===== src/rtl/decode_stage_pkg.sv =====
// Shared opcode encoding and decode record for the RV32/RV64 decode stage.
// Optional feature macro: DECODE_ILLEGAL_EN (flags illegal encodings when defined).
package opcodes;

  // Major opcodes, inst[6:0]
  typedef enum logic [6:0] {
    LOAD      = 7'b0000011,
    MISC_MEM  = 7'b0001111,
    OP_IMM    = 7'b0010011,
    AUIPC     = 7'b0010111,
    OP_IMM_32 = 7'b0011011,
    STORE     = 7'b0100011,
    OP        = 7'b0110011,
    LUI       = 7'b0110111,
    OP_32     = 7'b0111011,
    BRANCH    = 7'b1100011,
    JALR      = 7'b1100111,
    JAL       = 7'b1101111,
    SYSTEM    = 7'b1110011
  } opcode_t;

  typedef enum logic [2:0] {
    FMT_R = 3'd0,
    FMT_I = 3'd1,
    FMT_S = 3'd2,
    FMT_B = 3'd3,
    FMT_U = 3'd4,
    FMT_J = 3'd5
  } fmt_t;

  // pc and imm are fixed at 64 bits; for XLEN=32 the upper imm half is zero
  typedef struct packed {
    logic [63:0] pc;
    opcode_t     op;
    fmt_t        fmt;
    logic [4:0]  rd;
    logic [4:0]  rs1;
    logic [4:0]  rs2;
    logic [2:0]  funct3;
    logic [6:0]  funct7;
    logic [63:0] imm;
    logic        rd_we;
    logic        word;
    logic        illegal;
  } decode_t;

  // Pure combinational decode of one instruction
  function automatic decode_t decode_inst(input logic [31:0] inst, input logic [63:0] pc,
                                          input int unsigned xlen);
    decode_t     d;
    logic        legal;
    logic        sgn;
    logic [63:0] imm;
    opcode_t     op;

    op       = opcode_t'(inst[6:0]);
    sgn      = inst[31];
    d        = '0;
    d.pc     = pc;
    d.op     = op;
    d.rd     = inst[11:7];
    d.rs1    = inst[19:15];
    d.rs2    = inst[24:20];
    d.funct3 = inst[14:12];
    d.funct7 = inst[31:25];
    d.fmt    = FMT_R;
    imm      = '0;
    legal    = 1'b1;

    case (op)
      OP: d.fmt = FMT_R;
      OP_32: begin
        d.fmt = FMT_R;
        legal = (xlen == 32'd64);
      end
      LOAD, OP_IMM, JALR, MISC_MEM, SYSTEM: begin
        d.fmt = FMT_I;
        imm   = {{52{sgn}}, inst[31:20]};
      end
      OP_IMM_32: begin
        d.fmt = FMT_I;
        imm   = {{52{sgn}}, inst[31:20]};
        legal = (xlen == 32'd64);
      end
      STORE: begin
        d.fmt = FMT_S;
        imm   = {{52{sgn}}, inst[31:25], inst[11:7]};
      end
      BRANCH: begin
        d.fmt = FMT_B;
        imm   = {{52{sgn}}, inst[7], inst[30:25], inst[11:8], 1'b0};
      end
      LUI, AUIPC: begin
        d.fmt = FMT_U;
        imm   = {{32{sgn}}, inst[31:12], 12'h000};
      end
      JAL: begin
        d.fmt = FMT_J;
        imm   = {{44{sgn}}, inst[19:12], inst[20], inst[30:21], 1'b0};
      end
      default: legal = 1'b0;
    endcase

    if (xlen == 32'd32) imm[63:32] = '0;
    d.imm  = imm;
    d.word = ((op == OP_IMM_32) || (op == OP_32)) && (xlen == 32'd64);

`ifdef DECODE_ILLEGAL_EN
    d.illegal = ~legal | (inst[1:0] != 2'b11);
`else
    d.illegal = 1'b0;
`endif

    // Unknown opcodes never write back, with or without illegal flagging
    d.rd_we = legal && (d.fmt != FMT_S) && (d.fmt != FMT_B) && (op != MISC_MEM) &&
              (d.rd != 5'd0) && !d.illegal;
    return d;
  endfunction

endpackage


===== src/rtl/decode_stage_skid.sv =====
// Two-entry valid/ready register slice (main + skid) carrying a decode record.
// in_ready comes straight from a flop, so out_ready never reaches it combinationally.
module decode_skid
  import opcodes::*;
(
  input  logic    clk,
  input  logic    reset,
  input  logic    flush,
  input  logic    in_valid,
  output logic    in_ready,
  input  decode_t in_data,
  output logic    out_valid,
  input  logic    out_ready,
  output decode_t out_data
);

  logic    main_valid_q, main_valid_d;
  logic    skid_valid_q, skid_valid_d;
  logic    in_ready_q;
  decode_t main_q, main_d;
  decode_t skid_q, skid_d;
  logic    in_fire;
  logic    main_free;

  assign in_fire   = in_valid & in_ready_q;
  assign main_free = ~main_valid_q | out_ready;

  // Next-state: flush clears both, otherwise drain skid first, then accept input
  always_comb begin
    main_valid_d = main_valid_q;
    skid_valid_d = skid_valid_q;
    main_d       = main_q;
    skid_d       = skid_q;
    if (flush) begin
      main_valid_d = 1'b0;
      skid_valid_d = 1'b0;
    end else if (main_free) begin
      if (skid_valid_q) begin
        // in_ready is low here, so no input can arrive this cycle
        main_d       = skid_q;
        main_valid_d = 1'b1;
        skid_valid_d = 1'b0;
      end else begin
        main_valid_d = in_fire;
        if (in_fire) main_d = in_data;
      end
    end else if (in_fire) begin
      skid_d       = in_data;
      skid_valid_d = 1'b1;
    end
  end

  // State registers
  always_ff @(posedge clk or posedge reset) begin
    if (reset) begin
      main_valid_q <= 1'b0;
      skid_valid_q <= 1'b0;
      in_ready_q   <= 1'b1;
      main_q       <= '0;
      skid_q       <= '0;
    end else begin
      main_valid_q <= main_valid_d;
      skid_valid_q <= skid_valid_d;
      in_ready_q   <= ~skid_valid_d;
      main_q       <= main_d;
      skid_q       <= skid_d;
    end
  end

  assign in_ready  = in_ready_q;
  assign out_valid = main_valid_q;
  assign out_data  = main_q;

endmodule


===== src/rtl/decode_stage.sv =====
// RV32/RV64 decode pipeline stage: combinational decode into a registered skid slice.
// Optional feature macro: DECODE_ILLEGAL_EN (see package opcodes).
module decode_stage
  import opcodes::*;
#(
  parameter int unsigned XLEN     = 32,
  parameter int unsigned PC_WIDTH = 32
) (
  input  logic                clk,
  input  logic                reset,
  input  logic                flush,
  input  logic                in_valid,
  output logic                in_ready,
  input  logic [31:0]         in_inst,
  input  logic [PC_WIDTH-1:0] in_pc,
  output logic                out_valid,
  input  logic                out_ready,
  output decode_t             out_dec
);

  decode_t dec;

  // Decode the incoming instruction before it is registered
  always_comb begin
    dec = decode_inst(in_inst, 64'(in_pc), XLEN);
  end

  decode_skid u_skid (
    .clk       (clk),
    .reset     (reset),
    .flush     (flush),
    .in_valid  (in_valid),
    .in_ready  (in_ready),
    .in_data   (dec),
    .out_valid (out_valid),
    .out_ready (out_ready),
    .out_data  (out_dec)
  );

endmodule


===== config.mk =====
export PLATFORM = sky130hd
export DESIGN_NAME = decode_stage
export DESIGN_NICKNAME = d
export VERILOG_FILES = /design/src/rtl/decode_stage_pkg.sv /design/src/rtl/decode_stage_skid.sv /design/src/rtl/decode_stage.sv
export SDC_FILE = /design/constraint.sdc
export NUM_CORES = 1
export LEC_CHECK = 0
export BUFFER_PORTS_ARGS = -buffer_cell sky130_fd_sc_hd__buf_4
export CORE_ASPECT_RATIO = 1.4
export CORE_MARGIN = 8
export CORE_UTILIZATION = 35
export DETAILED_ROUTE_END_ITERATION = 7
export GPL_ROUTABILITY_DRIVEN = 0
export PLACE_DENSITY = 0.62
export RECOVER_POWER = 25
export SLEW_MARGIN = 0
export SYNTH_ARGS = -nofsm -noshare
export SYNTH_HDL_FRONTEND = slang
export SYNTH_HIERARCHICAL = 1
export SYNTH_SLANG_ARGS = --single-unit

===== constraint.sdc =====
create_clock -name clk -period 28.8 [get_ports clk]
set_input_delay 2.88 -clock clk [delete_from_list [all_inputs] [get_ports clk]]
set_output_delay 2.88 -clock clk [all_outputs]
set_load 0.03 [all_outputs]

# Word level (Yosys, flattened, before mapping)
# Index checks and enable logic that the tools add are counted.
# Widths: inputs -> output; s select.
# totals
out_inout_bits	168
register_bits	269
inputBits	69
# classes
muxes	11
n_eq_ne	15
reduce_logical	12
bitwise	6
# op_table
cell	count
$mux 166	2
$pmux 32 s5	1
$eq 7x7->1 const B	4
$eq 7x5->1 const B	3
$eq 7x6->1 const B	3
$pmux 3 s5	1
$reduce_or 11->1	1
$eq 7x2->1 const B	1
$eq 7x4->1 const B	1
$mux 1	7
$ne 7x4->1 const B	1
$ne 3x2->1 const B	2
$reduce_and 3->1	2
$reduce_or 6->1	1
$reduce_bool 5->1	1
$logic_and 1x1->1	4
$not 1->1	4
$reduce_bool 2->1	2
$reduce_or 2->1	1
$and 1x1->1	1
$or 1x1->1	1

# Logic depth before layout (Yosys ltp)
# depth
word_depth	10
mapped_depth	8

# Hierarchy
# The synthesis kept the hierarchy.
# modules_own_cells
module	area_per_inst_um2	instances	cells_each	seq_area_each_um2
decode_skid	14430.1	1	899	8384.3
decode_stage	695.7	1	115	0.0

# Worst setup path before layout
# OpenSTA, ideal clock, no wires.
# synth_path
kind	input to register
start	input in_inst[2]
end	register u_skid.main_q (netlist bit u_skid/out_data[23])
stages	8
path_buffers	2
slack_ps	24331
setup_ps	125
arrival_ps	4345
t_required_ps	28675
cell_sequence	buf_2 -> nor2_1 -> o311ai_1 -> a21oi_1 -> buf_2 -> a21o_1 -> mux2_2 -> mux2_2
# synth_lines
item	line	rtl
from (decl)	decode_stage.sv:14	input logic [31:0] in_inst,
to (signal assigned)	decode_stage_skid.sv:65	main_q <= main_d;
to (decl)	decode_stage_skid.sv:20	decode_t main_q, main_d;

==> impl_metrics.py <==
metrics = {
    "floorplan": {
        "start_util": 0.353,
        "dieArea_um2": 50200,
        "coreArea_um2": 42900,
        "rows": 90,
        "die_w_um": 192,
        "ioPinCount": 237,
        "die_h_um": 262,
    },
    "grt": {
        "overflow": 0,
        "grt_pass1_vias": 9810,
        "grt_pass1_wl_um": 55700,
        "track_usage": 0.138,
        "grt_max_degree": 167,
        "antenna_found_initial": 0,
    },
    "timing": {
        "hold_viol_final": 0,
        "tns_ns": 0,
        "finalCritPeriodShare": 0.260,
        "finalMaxSlewViolations": 134,
        "period_needed_ns": 7.50,
        "finalClockSkew_ns": 0.00522,
        "rsz0062_at_grt": "no",
        "fmax_mhz": 133,
        "worst_slew_pin_slew_ns": 6.03,
        "setup_viol": 0,
        "maxSlewHeadroom": -3.04,
    },
    "power_and_ir_drop": {
        "power_uw": 1330,
        "total_leakage_power_uw": 0.00857,
        "ir_drop_mv": 0.0523,
        "power_density_nw_per_um2": 71.6,
    },
    "worst_setup_path": {
        "crit_path_start_kind": "primary input",
        "rr_endpoint": "u_skid/out_data[2]",
        "crit_type": "primary input to asynchronous set/reset pin",
        "required_ns": 27.64,
        "slowest_stage": "clkinvlp_2",
        "path_buf_inv": 2,
        "slowest_delay_ns": 3.31,
        "r2r_cells": 4,
        "cp_top_family": "buffers and inverters",
        "path_cells": "clkbuf_4 -> clkinvlp_2",
        "r2r_start": "u_skid/skid_valid_q",
        "r2r_setup_slack_ns": 25.92,
        "end_kind": "asynchronous set/reset pin",
        "cp_max_fo": 133,
        "cp.arrival_ns": 6.34,
    },
    "drt": {
        "ant_nets": 0,
        "via_per_inst": 4.74,
        "first_iter_violations": 378,
        "post-route-drc-count": 0,
        "wl_per_cell_um": 17.8,
        "wirelength_um": 34400,
        "firstDrtPassIters": 4,
        "vias": 9176,
    },
    "logic_synthesis": {
        "ys_types": 46,
        "syn_area_per_cell_um2": 14.9,
        "yosys_warnings": 6,
        "synth_edf_count": 0,
        "synthFlopType": "dfrtp_1",
        "synth-seq-cells": 335,
        "seq_area_frac_synth": 0.554,
        "netlist.top_cell.by_area": "dfrtp_1",
        "syn_area_um2": 15100,
        "async_flop_share": 1.00,
        "synth_top_area_share": 0.553,
        "yosys-top-cells-area": "dfrtp_1, mux2_2, mux2_1",
        "syn_inst": 1014,
    },
    "status": {
        "failed_checks": "max-capacitance violations, max-slew violations",
        "status": "finished, violations left",
    },
    "clock_tree": {
        "cts_buffers": 36,
        "cts_max_level": 2,
        "cts_root_buf": "clkbuf_16",
        "ctsHoldBuffers": 0,
        "clkTransAtPathRegs_ns": 0.06,
        "cts_sinks": 335,
        "post_cts_resized": 0,
        "post_cts_buffers": 0,
        "clock_latency_ns": 0.51,
        "clockBufferDepth": 3,
        "cts_tree": "built",
    },
    "cells_and_area": {
        "final_util": 0.432,
        "area_delta_synth_final_pct": 22.6,
        "drive_gt1_frac": 0.423,
        "nets": 1430,
        "layout.cells.non_filler": 1935,
        "n_antenna_cell": 0,
    },
    "placed_design": {
        "hpwl_um": 22100,
        "place_inst": 1875,
        "numPortBuffers": 236,
    },
    "min_path": {
        "min_from": "u_skid/skid_q[99]",
        "hp-class": "register to register",
        "holdPathEnd": "u_skid/skid_q[99]",
        "hold_depth": 1,
    },
    "flow_run": {
        "maxCapViolations": 1,
    },
}
## cells in the final DEF, fill, tap and decap left out, types with 6 or more instances in the layout
master and instances:
mux2_1 140, clkbuf_16 37, a21o_1 12, clkinv_2 6
dfrtp_1 333, o21ai_0 6, clkbuf_1 86, buf_4 163
nor2_1 7, conb_1 132, mux2_2 358, nand2_1 18
and3_1 6, nand3_1 12
## logic make-up (layout without fill, tap and decap cells)
group / after synthesis / in the layout / share of synthesized area
multiplexers: 500 / 500 / 0.372
flip-flops: 335 / 335 / 0.554
buffers and inverters: 70 / 308 / 0.0291
AND/OR/NAND/NOR: 69 / 69 / 0.0253
AO/OA/AOI/OAI: 39 / 39 / 0.0189
other: 1 / 132 / 0.000248
## cell usage after synthesis (5+ instances only)
master and n:
a21o_1 12, a21oi_1 5, and3_1 6, buf_2 43
buf_6 16, clkbuf_1 6, dfrtp_1 334, mux2_1 140
mux2_2 358, nand2_1 18, nand3_1 12, nor2_1 7
nor3_1 5, o21ai_0 6
## registers in the layout (all words and copies together) (netlist names)
name                 cells
u_skid/out_data        166
u_skid/skid_valid_q      1
u_skid/skid_q          166
u_skid/out_valid         1
u_skid/in_ready          1
## routing by layer
layer	vias up	wire, µm	GRT usage
met5	-	0	0
met4	0	835	0.0435
met3	45	2530	0.0412
met2	233	16900	0.232
met1	4680	14200	0.168
li1	4218	-	-
## metrics by stage
step                      hold slack (ns)  setup slack, ns  cell area [µm²]
after floorplan                     0.452            16.64            15600
after global placement              0.461            23.86            17800
after detailed placement            0.471            23.83            17800
after CTS                           0.485            24.38            18800
after global routing                0.493            20.03            18500
final                               0.479            21.30            18500
## how the worst max path moves through the flow
stage | start | to | slack (ns) | cells after the start
finish | reset | u_skid/skid_valid_q | 21.30 | 2
global route | reset | u_skid/skid_valid_q | 20.03 | 2
CTS | in_inst[6] | u_skid/out_data[20] | 24.38 | 7
detailed placement | in_inst[6] | u_skid/out_data[21] | 23.83 | 7
global placement | flush | u_skid/skid_q[15] | 23.86 | 5
floorplan | reset | u_skid/out_data[0] | 16.64 | 1
## cell type report
type                    instances  area (µm²)
multi-input cells             740        6800
inverters                       4        16.3
clock buffers                  51        1030
flip-flops and latches        335        8390
fillers                      4098       24400
repair buffers                244        1570
clock inverters                 9        52.6
well taps                     552         691
## where the power goes
group / switching (µW) / leakage, µW / internal [µW]
logic: 161 / 0.00389 / 120
registers: 48.2 / 0.00416 / 568
clock network: 183 / 0.000526 / 248
Note: power is estimated with default switching activity, not from simulation.
